[config.mk]
export PLATFORM = sky130hd
export DESIGN_NAME = exe_mul_unit
export DESIGN_NICKNAME = d
export VERILOG_FILES = /design/src/rtl/exe_mul_unit.sv
export SDC_FILE = /design/constraint.sdc
export NUM_CORES = 1
export LEC_CHECK = 0
export CAP_MARGIN = 15
export CORE_ASPECT_RATIO = 2
export CORE_MARGIN = 8
export CORE_UTILIZATION = 51
export CTS_BUF_LIST = sky130_fd_sc_hd__clkbuf_8 sky130_fd_sc_hd__clkbuf_16
export DETAILED_ROUTE_END_ITERATION = 8
export HOLD_SLACK_MARGIN = 0.08
export PLACE_DENSITY = 0.8
export SYNTH_ARGS = -nofsm -noshare
export SYNTH_HDL_FRONTEND = slang
export SYNTH_SLANG_ARGS = --single-unit
[constraint.sdc]
create_clock -name clk -period 8.5 [get_ports clk]
set_clock_uncertainty 0.2 [all_clocks]
set_input_delay 1.275 -clock clk [delete_from_list [all_inputs] [get_ports clk]]
set_output_delay 1.275 -clock clk [all_outputs]
set_load 0.02 [all_outputs]
[src/rtl/exe_mul_unit.sv]
`default_nettype none
// ============================================================================
// Module   : exe_mul_unit
// Purpose  : Multi-cycle MUL/MLA execute unit for the EX stage. It selects
//            forwarded operands, runs an iterative shift-add multiply that
//            retires BPC multiplier bits per cycle, and stalls the pipeline
//            while it runs. It also owns the {N,Z,C,V} status register, which
//            is written by single-cycle ALU ops or by a completing multiply.
// Ports    : clk, rst (sync, active-low)
//            in_valid, mul_en, mla_en, s_en, flush   - instruction controls
//            sel_src1/2/3                            - Rn/Rm/Rs forward selects
//            val_rn/rm/rs, alu_res_fwd, wb_res_fwd   - operand sources
//            alu_status                              - ALU {N,Z,C,V}
//            stall, mul_valid, mul_res, status_out, busy - results/handshake
// Revision : 1.0 - initial release
// ============================================================================
module exe_mul_unit #(
  parameter int DW  = 32,
  parameter int BPC = 1
) (
  input  logic          clk,
  input  logic          rst,
  input  logic          in_valid,
  input  logic          mul_en,
  input  logic          mla_en,
  input  logic          s_en,
  input  logic          flush,
  input  logic [1:0]    sel_src1,
  input  logic [1:0]    sel_src2,
  input  logic [1:0]    sel_src3,
  input  logic [DW-1:0] val_rn,
  input  logic [DW-1:0] val_rm,
  input  logic [DW-1:0] val_rs,
  input  logic [DW-1:0] alu_res_fwd,
  input  logic [DW-1:0] wb_res_fwd,
  input  logic [3:0]    alu_status,
  output logic          stall,
  output logic          mul_valid,
  output logic [DW-1:0] mul_res,
  output logic [3:0]    status_out,
  output logic          busy
);

  localparam int N_IT = DW / BPC;
  localparam int CW   = $clog2(N_IT + 1);

  typedef enum logic [1:0] {
    IDLE = 2'd0,
    BUSY = 2'd1,
    DONE = 2'd2
  } state_t;

  state_t        state;
  state_t        state_nxt;
  logic [DW-1:0] mcand;
  logic [DW-1:0] mplier;
  logic [DW-1:0] acc;
  logic [DW-1:0] res_hold;
  logic [CW-1:0] cnt;
  logic [3:0]    status;

  logic [DW-1:0] src1;
  logic [DW-1:0] src2;
  logic [DW-1:0] src3;
  logic [DW-1:0] partial;
  logic          start;
  logic          last_it;
  logic          mul_flag_wr;

  function automatic logic [DW-1:0] fwd_sel(input logic [1:0]    sel,
                                            input logic [DW-1:0] reg_val,
                                            input logic [DW-1:0] alu_val,
                                            input logic [DW-1:0] wb_val);
    case (sel)
      2'b01:   fwd_sel = alu_val;
      2'b10:   fwd_sel = wb_val;
      default: fwd_sel = reg_val;
    endcase
  endfunction

  assign src1 = fwd_sel(sel_src1, val_rn, alu_res_fwd, wb_res_fwd);
  assign src2 = fwd_sel(sel_src2, val_rm, alu_res_fwd, wb_res_fwd);
  assign src3 = fwd_sel(sel_src3, val_rs, alu_res_fwd, wb_res_fwd);

  assign start   = in_valid & mul_en & ~flush & (state == IDLE);
  assign last_it = (cnt == CW'(N_IT - 1));

  // One partial product per cycle: multiplicand times the low BPC multiplier
  // bits; the product is only needed modulo 2^DW.
  assign partial = mcand * DW'(mplier[BPC-1:0]);

  // Result is visible during DONE straight from the accumulator, and held
  // afterwards so mul_res keeps the last completed value.
  assign mul_res    = (state == DONE) ? acc : res_hold;
  assign status_out = status;

  // A completing, unflushed multiply with S set owns the flag write.
  assign mul_flag_wr = (state == DONE) & ~flush & s_en;

  always_ff @(posedge clk) begin
    if (!rst) begin
      state <= IDLE;
    end else begin
      state <= state_nxt;
    end
  end

  always_comb begin
    state_nxt = state;
    stall     = 1'b0;
    mul_valid = 1'b0;
    busy      = 1'b0;
    case (state)
      IDLE: begin
        stall = start;
        if (start) begin
          state_nxt = BUSY;
        end
      end
      BUSY: begin
        busy  = 1'b1;
        stall = ~flush;
        if (flush) begin
          state_nxt = IDLE;
        end else if (last_it) begin
          state_nxt = DONE;
        end
      end
      DONE: begin
        busy      = 1'b1;
        mul_valid = ~flush;
        state_nxt = IDLE;
      end
      default: begin
        state_nxt = IDLE;
      end
    endcase
  end

  always_ff @(posedge clk) begin
    if (!rst) begin
      mcand    <= '0;
      mplier   <= '0;
      acc      <= '0;
      res_hold <= '0;
      cnt      <= '0;
    end else begin
      case (state)
        IDLE: begin
          if (start) begin
            mcand  <= src2;
            mplier <= src3;
            acc    <= mla_en ? src1 : '0;
            cnt    <= '0;
          end
        end
        BUSY: begin
          if (!flush) begin
            acc    <= acc + partial;
            mcand  <= mcand << BPC;
            mplier <= mplier >> BPC;
            cnt    <= cnt + CW'(1);
          end
        end
        DONE: begin
          if (!flush) begin
            res_hold <= acc;
          end
        end
        default: begin
        end
      endcase
    end
  end

  always_ff @(posedge clk) begin
    if (!rst) begin
      status <= 4'b0000;
    end else if (mul_flag_wr) begin
      status <= {acc[DW-1], (acc == '0), status[1:0]};
    end else if (in_valid & ~mul_en & s_en & ~stall) begin
      status <= alu_status;
    end
  end

endmodule
`default_nettype wire

Yosys cells after proc, flatten, opt, wreduce, memory -nomap -nowiden. Cells that the tools add are included.

Bits in registers: 140. Input bits: 177. Output and inout port bits: 39.

Add/subtract/negate cells: 2. Multiply operators: 1. Eq/ne operators: 12. Muxes and demuxes: 26. Bitwise operators: 12. Reduce and logical (&&, ||, !) cells: 9.

Operators with widths (count): 32-bit case mux with 2 select lines (6); 32-bit 2-to-1 mux (8); 32-bit adder (1); 32-bit zero test (1); 32-bit by 1-bit multiplier with 32-bit output (1); 6-bit 2-to-1 mux (2); 6-bit case mux with 2 select lines (1); 1-bit AND (8); 2-bit by 1-bit == test with 1-bit output (second input constant) (4); 2-bit == test (second input constant) (4); 4-bit 2-to-1 mux (2); 6-bit by 1-bit adder with 6-bit output (second input constant) (1); 6-bit by 5-bit == test with 1-bit output (second input constant) (1); 2-bit 2-to-1 mux (3); 2-bit AND reduction (3); 2-bit != test (second input constant) (2); 1-bit NOT (4); 2-bit case mux with 2 select lines (1); 2-bit nonzero test (2); 3-bit != test (second input constant) (1); 3-bit AND reduction (1); 2-bit zero test (1); 1-bit 2-to-1 mux (2); 1-bit case mux with 2 select lines (1); 2-bit OR reduction (1).

Depth between registers and ports, before layout. Gate-level depths: netlist of the first run.

Word-level depth: 8. Depth in mapped cells: 11. Gate-level depth less buffers: 10.

Worst setup path before layout of the first run. No wires, ideal clock.

Path kind: in2out. Start point: input port flush. End point: output port mul_valid. Data arrival time: 2.033 ns. Required time: 7.025 ns. Setup slack: 4.992 ns. Stages: 4. Path through: nand2b_1 -> clkbuf_1 -> inv_2 -> clkbuf_1.

Cells in the longest elaborated chain, start to end: 2.

RTL lines: start: declaration (RTL line 27) `input logic flush,`; 1-bit NOT (no source line); 1-bit 2-to-1 mux (RTL line 113) `case (state)`; end: declaration (RTL line 38) `output logic mul_valid,`.

No other way between the ends.

Final worst setup path of the first run. Same ends and word-level chain as after synthesis.

==> impl_metrics.ini, run 1 <==
[sta]
maxSlewHeadroom = 0.248
setup_ws_ps = 3590
tns_ps = 0
fin_crit_ps = 4910
hold_viol = 0
rsz0062_at_grt = no
worst_pin_slew_ps = 1130
final-setup-viol-count = 0
fmax_mhz = 203
fin_hold_ws_ps = 264
final_max_slew_viol_count = 0
final.period_utilization = 0.578

[finish]
fillCellCount = 1806
utilization = 0.658
stdcell_area_um2 = 13100
layout-drive-gt1-share = 0.0633
instances_no_fill = 1766
nets = 1706
syn_to_final_growth_pct = 26.8
multiInputGateArea_um2 = 7030
regArea_um2 = 2800

[clocking]
cts_tree = done
clkSlewWorstSetupHoldPaths_ps = 60
cts_num_sinks = 140
htree_levels = 4
clkLatencyLatePin_ps = 430
cts_hold_buf = 0
cts_setup_buffers = 0
clockRootBuffer = clkbuf_16
cts_buffer_depth = 2
cts_buffers = 17
cts_resized = 0

[floorplan]
dieArea_um2 = 25300
start_util = 0.519
coreArea_um2 = 19900
ios = 216
die_w_um = 117
die_y_um = 217
row_count = 73

[drt]
ant_nets = 0
wl_mm = 36.7
drt_iter0_markers = 879
via_per_inst = 6.35
drc = 0
vias = 11200
first_pass_iters = 5
wl_per_cell_um = 20.8

[synth]
yosysTopAreaCellShare = 0.271
ys_seq_area_frac = 0.271
synth_nets = 1583
synthCells = 1364
yosysTopAreaCell = dfxtp_1
synth_cell_types = 69
synth_edf_count = 0
ys_top_cells_by_area = dfxtp_1 27%, nand2_1 7.3%, a22oi_1 7.0%
ys_async_sr_fraction = 0
syn_area_um2 = 10300
ys.flop_type = dfxtp_1
ys_seq_elements = 140
ys_warn_count = 0
syn_avg_cell_area_um2 = 7.57

[critical_path]
start_kind = input pin
r2r_start = mplier[0]
end_kind = output port
r2r_setup_slack_ps = 4700
arrival_ps = 3440
cp_max_fo = 34
crit_type = input pin to output port
crit_required_ps = 7030
worstRegToRegCells = 9
r2r_end = acc[27]

[run_status]
status = complete, no violations

[pwr]
power.total_mw = 2.01
ir_drop_mv = 0.143
powerDensity_nw_per_um2 = 154
p_leak_nw = 5.47

[grt]
grt_usage = 0.287
antenna_found_initial = 4
grt_max_degree = 97
grt_overflow = 0
grt_pass1_vias = 11100
grt_pass1_wl_mm = 57.2

[placed_design]
pre_cts_ws_ps = 3600
place.detailed.hpwl_mm = 27.2
dpl_cell_area_um2 = 12400
place_inst = 1730
gp_congestion = 0.957
portBuffers = 215

[hold_path]
hp-start = res_hold[23]
hold_end = res_hold[23]
hp-class = flip-flop to flip-flop
hold_path_depth = 2

[job]
drv_cap = 0
-- worst max-delay path, cell delays in order --
cell and delay, ps:
clkdlybuf4s50_1 510, nand2b_1 190, buf_4 260, inv_2 460, clkdlybuf4s50_1 740
-- power breakdown --
| part | internal (mW) | leakage, nW | switching, mW | total [mW] |
|---|---|---|---|---|
| combinational | 0.203 | 4.02 | 0.257 | 0.460 |
| sequential | 0.693 | 1.14 | 0.0374 | 0.731 |
| clock | 0.524 | 0.318 | 0.297 | 0.822 |
| total | 1.42 | 5.47 | 0.592 | 2.01 |
-- sequential cells by signal (all words and copies together) (netlist names) --
name        count
mcand          32
state           2
mplier         32
res_hold       32
cnt             6
status_out      4
acc            32
-- metal layers --
metal | track usage | part of all wire
met1 | 0.296 | 0.35
met5 | 0 | 0
met3 | 0.0519 | 0.073
met4 | 0.189 | 0.061
met2 | 0.511 | 0.52
-- placed cells by master (no fill, tap or decap), drive strengths merged, types with 11 or more instances in the layout --
cell,instances
clkdlybuf4s50,214
nand2,201
dfxtp,140
a21oi,119
nor2,116
a22oi,97
o21ai,77
o211ai,64
o211a,61
ha,41
and2,38
a21boi,34
mux2,34
inv,18
a221oi,18
clkbuf,18
xor2,16
a21o,13
nand3,12
buf,12
nand4,12
nor2b,11
xnor2,11
-- worst max path at each step --
stage / startpoint / end / slack (ps) / depth (start not counted)
finish: flush / mul_valid / 3590 / 5
global route: flush / mul_valid / 3450 / 5
CTS: flush / mul_valid / 3580 / 5
detailed placement: flush / mul_valid / 3600 / 5
global placement: flush / mul_valid / 3580 / 5
floorplan: flush / mul_valid / 4990 / 4
-- synth_stat cells (8+ instances only) --
cell,instances
a21boi_0,34
a21o_1,13
a21oi_1,118
a221oi_1,17
a22oi_1,97
and2_1,38
clkbuf_1,111
dfxtp_1,140
ha_1,41
inv_1,15
mux2_2,33
nand2_1,201
nand3_1,12
nand4_1,11
nor2_1,116
nor2b_1,11
nor3_1,10
nor4_1,8
o211a_1,61
o211ai_1,64
o21ai_0,68
o21ai_1,9
o21bai_1,8
xnor2_1,11
xor2_1,16
-- cell type report --
| class | instances | share of cell area |
|---|---|---|
| timing repair buffer | 226 | 0.170 |
| clock buffer | 18 | 0.0335 |
| multi-input combinational | 1086 | 0.536 |
| sequential | 140 | 0.214 |
| tap | 262 | 0.0250 |
| clock inverter | 14 | 0.0154 |
| inverter | 16 | 0.00458 |
| antenna | 4 | 0.000764 |
-- cell families after synthesis --
| logic type | after synthesis | share of synthesized area |
|---|---|---|
| buffers and inverters | 138 | 0.0515 |
| multiplexers | 41 | 0.0442 |
| flip-flops | 140 | 0.271 |
| adder cells (fa/ha/maj) | 42 | 0.0516 |
| XOR/XNOR | 27 | 0.0229 |
| AND/OR/NAND/NOR | 440 | 0.192 |
| AO/OA/AOI/OAI | 536 | 0.367 |
Power figures use the tool's default switching activity.
==> inputs of run 2 (changes only) <==
--- a/config.mk
+++ b/config.mk
@@ -8,11 +8,11 @@
 export CAP_MARGIN = 15
 export CORE_ASPECT_RATIO = 2
 export CORE_MARGIN = 8
-export CORE_UTILIZATION = 51
+export CORE_UTILIZATION = 48
 export CTS_BUF_LIST = sky130_fd_sc_hd__clkbuf_8 sky130_fd_sc_hd__clkbuf_16
 export DETAILED_ROUTE_END_ITERATION = 8
 export HOLD_SLACK_MARGIN = 0.08
-export PLACE_DENSITY = 0.8
+export PLACE_DENSITY = 0.79
 export SYNTH_ARGS = -nofsm -noshare
 export SYNTH_HDL_FRONTEND = slang
 export SYNTH_SLANG_ARGS = --single-unit
==> constraint.sdc (replaced) <==
create_clock -name clk -period 4.31 [get_ports clk]
set_clock_uncertainty 0.2 [all_clocks]
set_input_delay 0.6465 -clock clk [delete_from_list [all_inputs] [get_ports clk]]
set_output_delay 0.6465 -clock clk [all_outputs]
set_load 0.02 [all_outputs]
==> run 2 against run 1 <==
Global-route usage grew 0.17 points. Sequential cell count unchanged. Die area is 5.6% higher. Critical path depth grew 5. Clock-buffer cell count is 1 lower. Via count is 1.2% higher. Combinational power is 110% higher. Utilization decreased by 3.6 points. Clock power is 100% higher. Sequential share of layout area is 0.23 points lower. Worst setup slack got worse by 2600 ps. Hold slack got worse by 3.6 ps. Largest power group unchanged. Highest routed layer unchanged.
==> impl_metrics.ini, run 2 (synthesis gave the netlist of run 1 again) <==
[sta]
hold_viol = 0
final.period_utilization = 0.764
rsz0062_at_grt = no
tns_ps = 0
worst_pin_slew_ps = 872
fin_crit_ps = 3290
final-setup-viol-count = 0
fmax_mhz = 304
final_max_slew_viol_count = 0
maxSlewHeadroom = 0.419

[critical_path]
start_kind = flip-flop
r2r_end = acc[29]
arrival_ps = 3460
cpMaxStageDelayCell = or4b_1
r2r_setup_slack_ps = 1020
cpMostUsedCell = o221ai_2
cp_max_fo = 29
cp_cell_sequence = buf_4 > and2_1 > ha_1 > nand4_4 > o221ai_2 > a221oi_2 > o221ai_2 > or4b_1 > mux2_4 > o31ai_4
r2r_start = mplier[0]
crit_type = flip-flop to flip-flop
end_kind = flip-flop
worstRegToRegCells = 10
cp_slowest_stage_delay_ps = 490
path_buf_inv = 1
crit_required_ps = 4480
cp_top_family = simple AND/OR/NAND/NOR gates

[grt]
grt_max_degree = 98
grt_pass1_wl_mm = 61.0
grt_usage = 0.288
grt_overflow = 0
grt_pass1_vias = 11000
antenna_found_initial = 0

[drt]
drt_iter0_markers = 1165
wl_per_cell_um = 22.2
drc = 0
ant_nets = 0
vias = 11300
wl_mm = 39.6
first_pass_iters = 6
via_per_inst = 6.35

[clocking]
cts_buffers = 17
cts_buffer_depth = 2
cts_hold_buf = 0
clkLatencyLatePin_ps = 440
clkSlewWorstSetupHoldPaths_ps = 60
cts_setup_buffers = 0
cts_tree = done
cts_resized = 0
clockRootBuffer = clkbuf_16
cts_num_sinks = 140
htree_levels = 4

[pwr]
seqPwrFrac = 0.359
intPower_mw = 2.81
power_frac_comb = 0.234
powerDensity_nw_per_um2 = 304
ir_drop_mv = 0.286
power_switching_share = 0.303
clkPwrFrac = 0.407
p_sw_mw = 1.22
p_leak_nw = 5.55

[floorplan]
die_w_um = 120
dieArea_um2 = 26800
die_y_um = 223
coreArea_um2 = 21300
start_util = 0.485
ios = 216
row_count = 76

[finish]
layout-drive-gt1-share = 0.0707
syn_to_final_growth_pct = 28.2
final_common_cell = clkdlybuf4s50_1
stdcell_area_um2 = 13200
nets = 1719
diodes = 0
final_cell_mix = 214 x clkdlybuf4s50_1, 201 x nand2_1, 140 x dfxtp_1

[run_status]
status = complete, no violations

[placed_design]
dpl_cell_area_um2 = 12600
place.detailed.hpwl_mm = 29.4
portBuffers = 215
gp_congestion = 0.978

[hold_path]
hp-start = res_hold[6]
hp-class = flip-flop to flip-flop
hold_path_depth = 2
hold_end = res_hold[6]

[job]
drv_cap = 0
==> run 2: changes by cell type in the layout (fill, tap and decap cells not counted) <==
cell / delta
buf_12: +3
clkinv_2: -2
ha_1: +2
buf_4: +10
clkinvlp_4: +1
inv_6: +2
inv_1: -1
clkbuf_8: -1
ha_2: -2
diode_2: -4
clkinv_4: +1
==> run 2: final cells by class <==
class | count | area, um^2
Timing Repair Buffer | 239 | 2370
Clock buffer | 17 | 425
Multi-Input combinational cell | 1086 | 7020
Inverter | 16 | 60.1
Clock inverter | 15 | 221
Tap cell | 273 | 342
Fill cell | 1928 | 8060
Sequential cell | 140 | 2800
==> run 2: power by group through the flow <==
stage | combinational, mW | sequential (mW) | clock, mW
3_5_place_dp | 0.923 | 1.47 | 0
6_report | 0.943 | 1.45 | 1.64
4_1_cts | 0.929 | 1.44 | 1.65
5_1_grt | 1.01 | 1.45 | 1.71
2_1_floorplan | 0.542 | 1.44 | 0
3_3_place_gp | 0.910 | 1.47 | 0
==> run 2: how the worst max path moves through the flow <==
stage                     startpoint          end  slack (ps)  cells past startpoint
after CTS                   state[0]  mul_res[21]        1030                      5
after global placement     mplier[0]      acc[14]        1130                     10
after detailed placement   mplier[0]      acc[14]        1060                     10
final                      mplier[0]      acc[29]        1020                     10
after floorplan            mplier[0]      acc[14]        1240                     10
after global routing       mplier[0]      acc[27]         850                     10
==> run 2: per-stage QoR <==
stage	util	hold slack [ps]	cells	power, mW	worst slack [ps]
2_1_floorplan	-	241	1364	1.98	1240
3_3_place_gp	0.591	248	1754	2.38	1130
3_5_place_dp	0.591	257	1754	2.39	1060
4_1_cts	0.622	266	1786	4.03	1030
5_1_grt	0.622	289	1786	4.17	853
6_report	0.622	261	1786	4.03	1020
==> run 2: per-layer routing <==
| metal | track usage | part of all wire | up-vias |
|---|---|---|---|
| met5 | 0 | 0 | - |
| met4 | 0.142 | 0.046 | 0 |
| met3 | 0.0691 | 0.081 | 105 |
| met2 | 0.501 | 0.50 | 592 |
| met1 | 0.319 | 0.37 | 5356 |
| li1 | - | - | 5292 |
==> run 2: worst min-delay path, stage by stage (launching register included) <==
cell	delay (ps)
dfxtp_1	310
nand2_1	40
a21boi_0	60
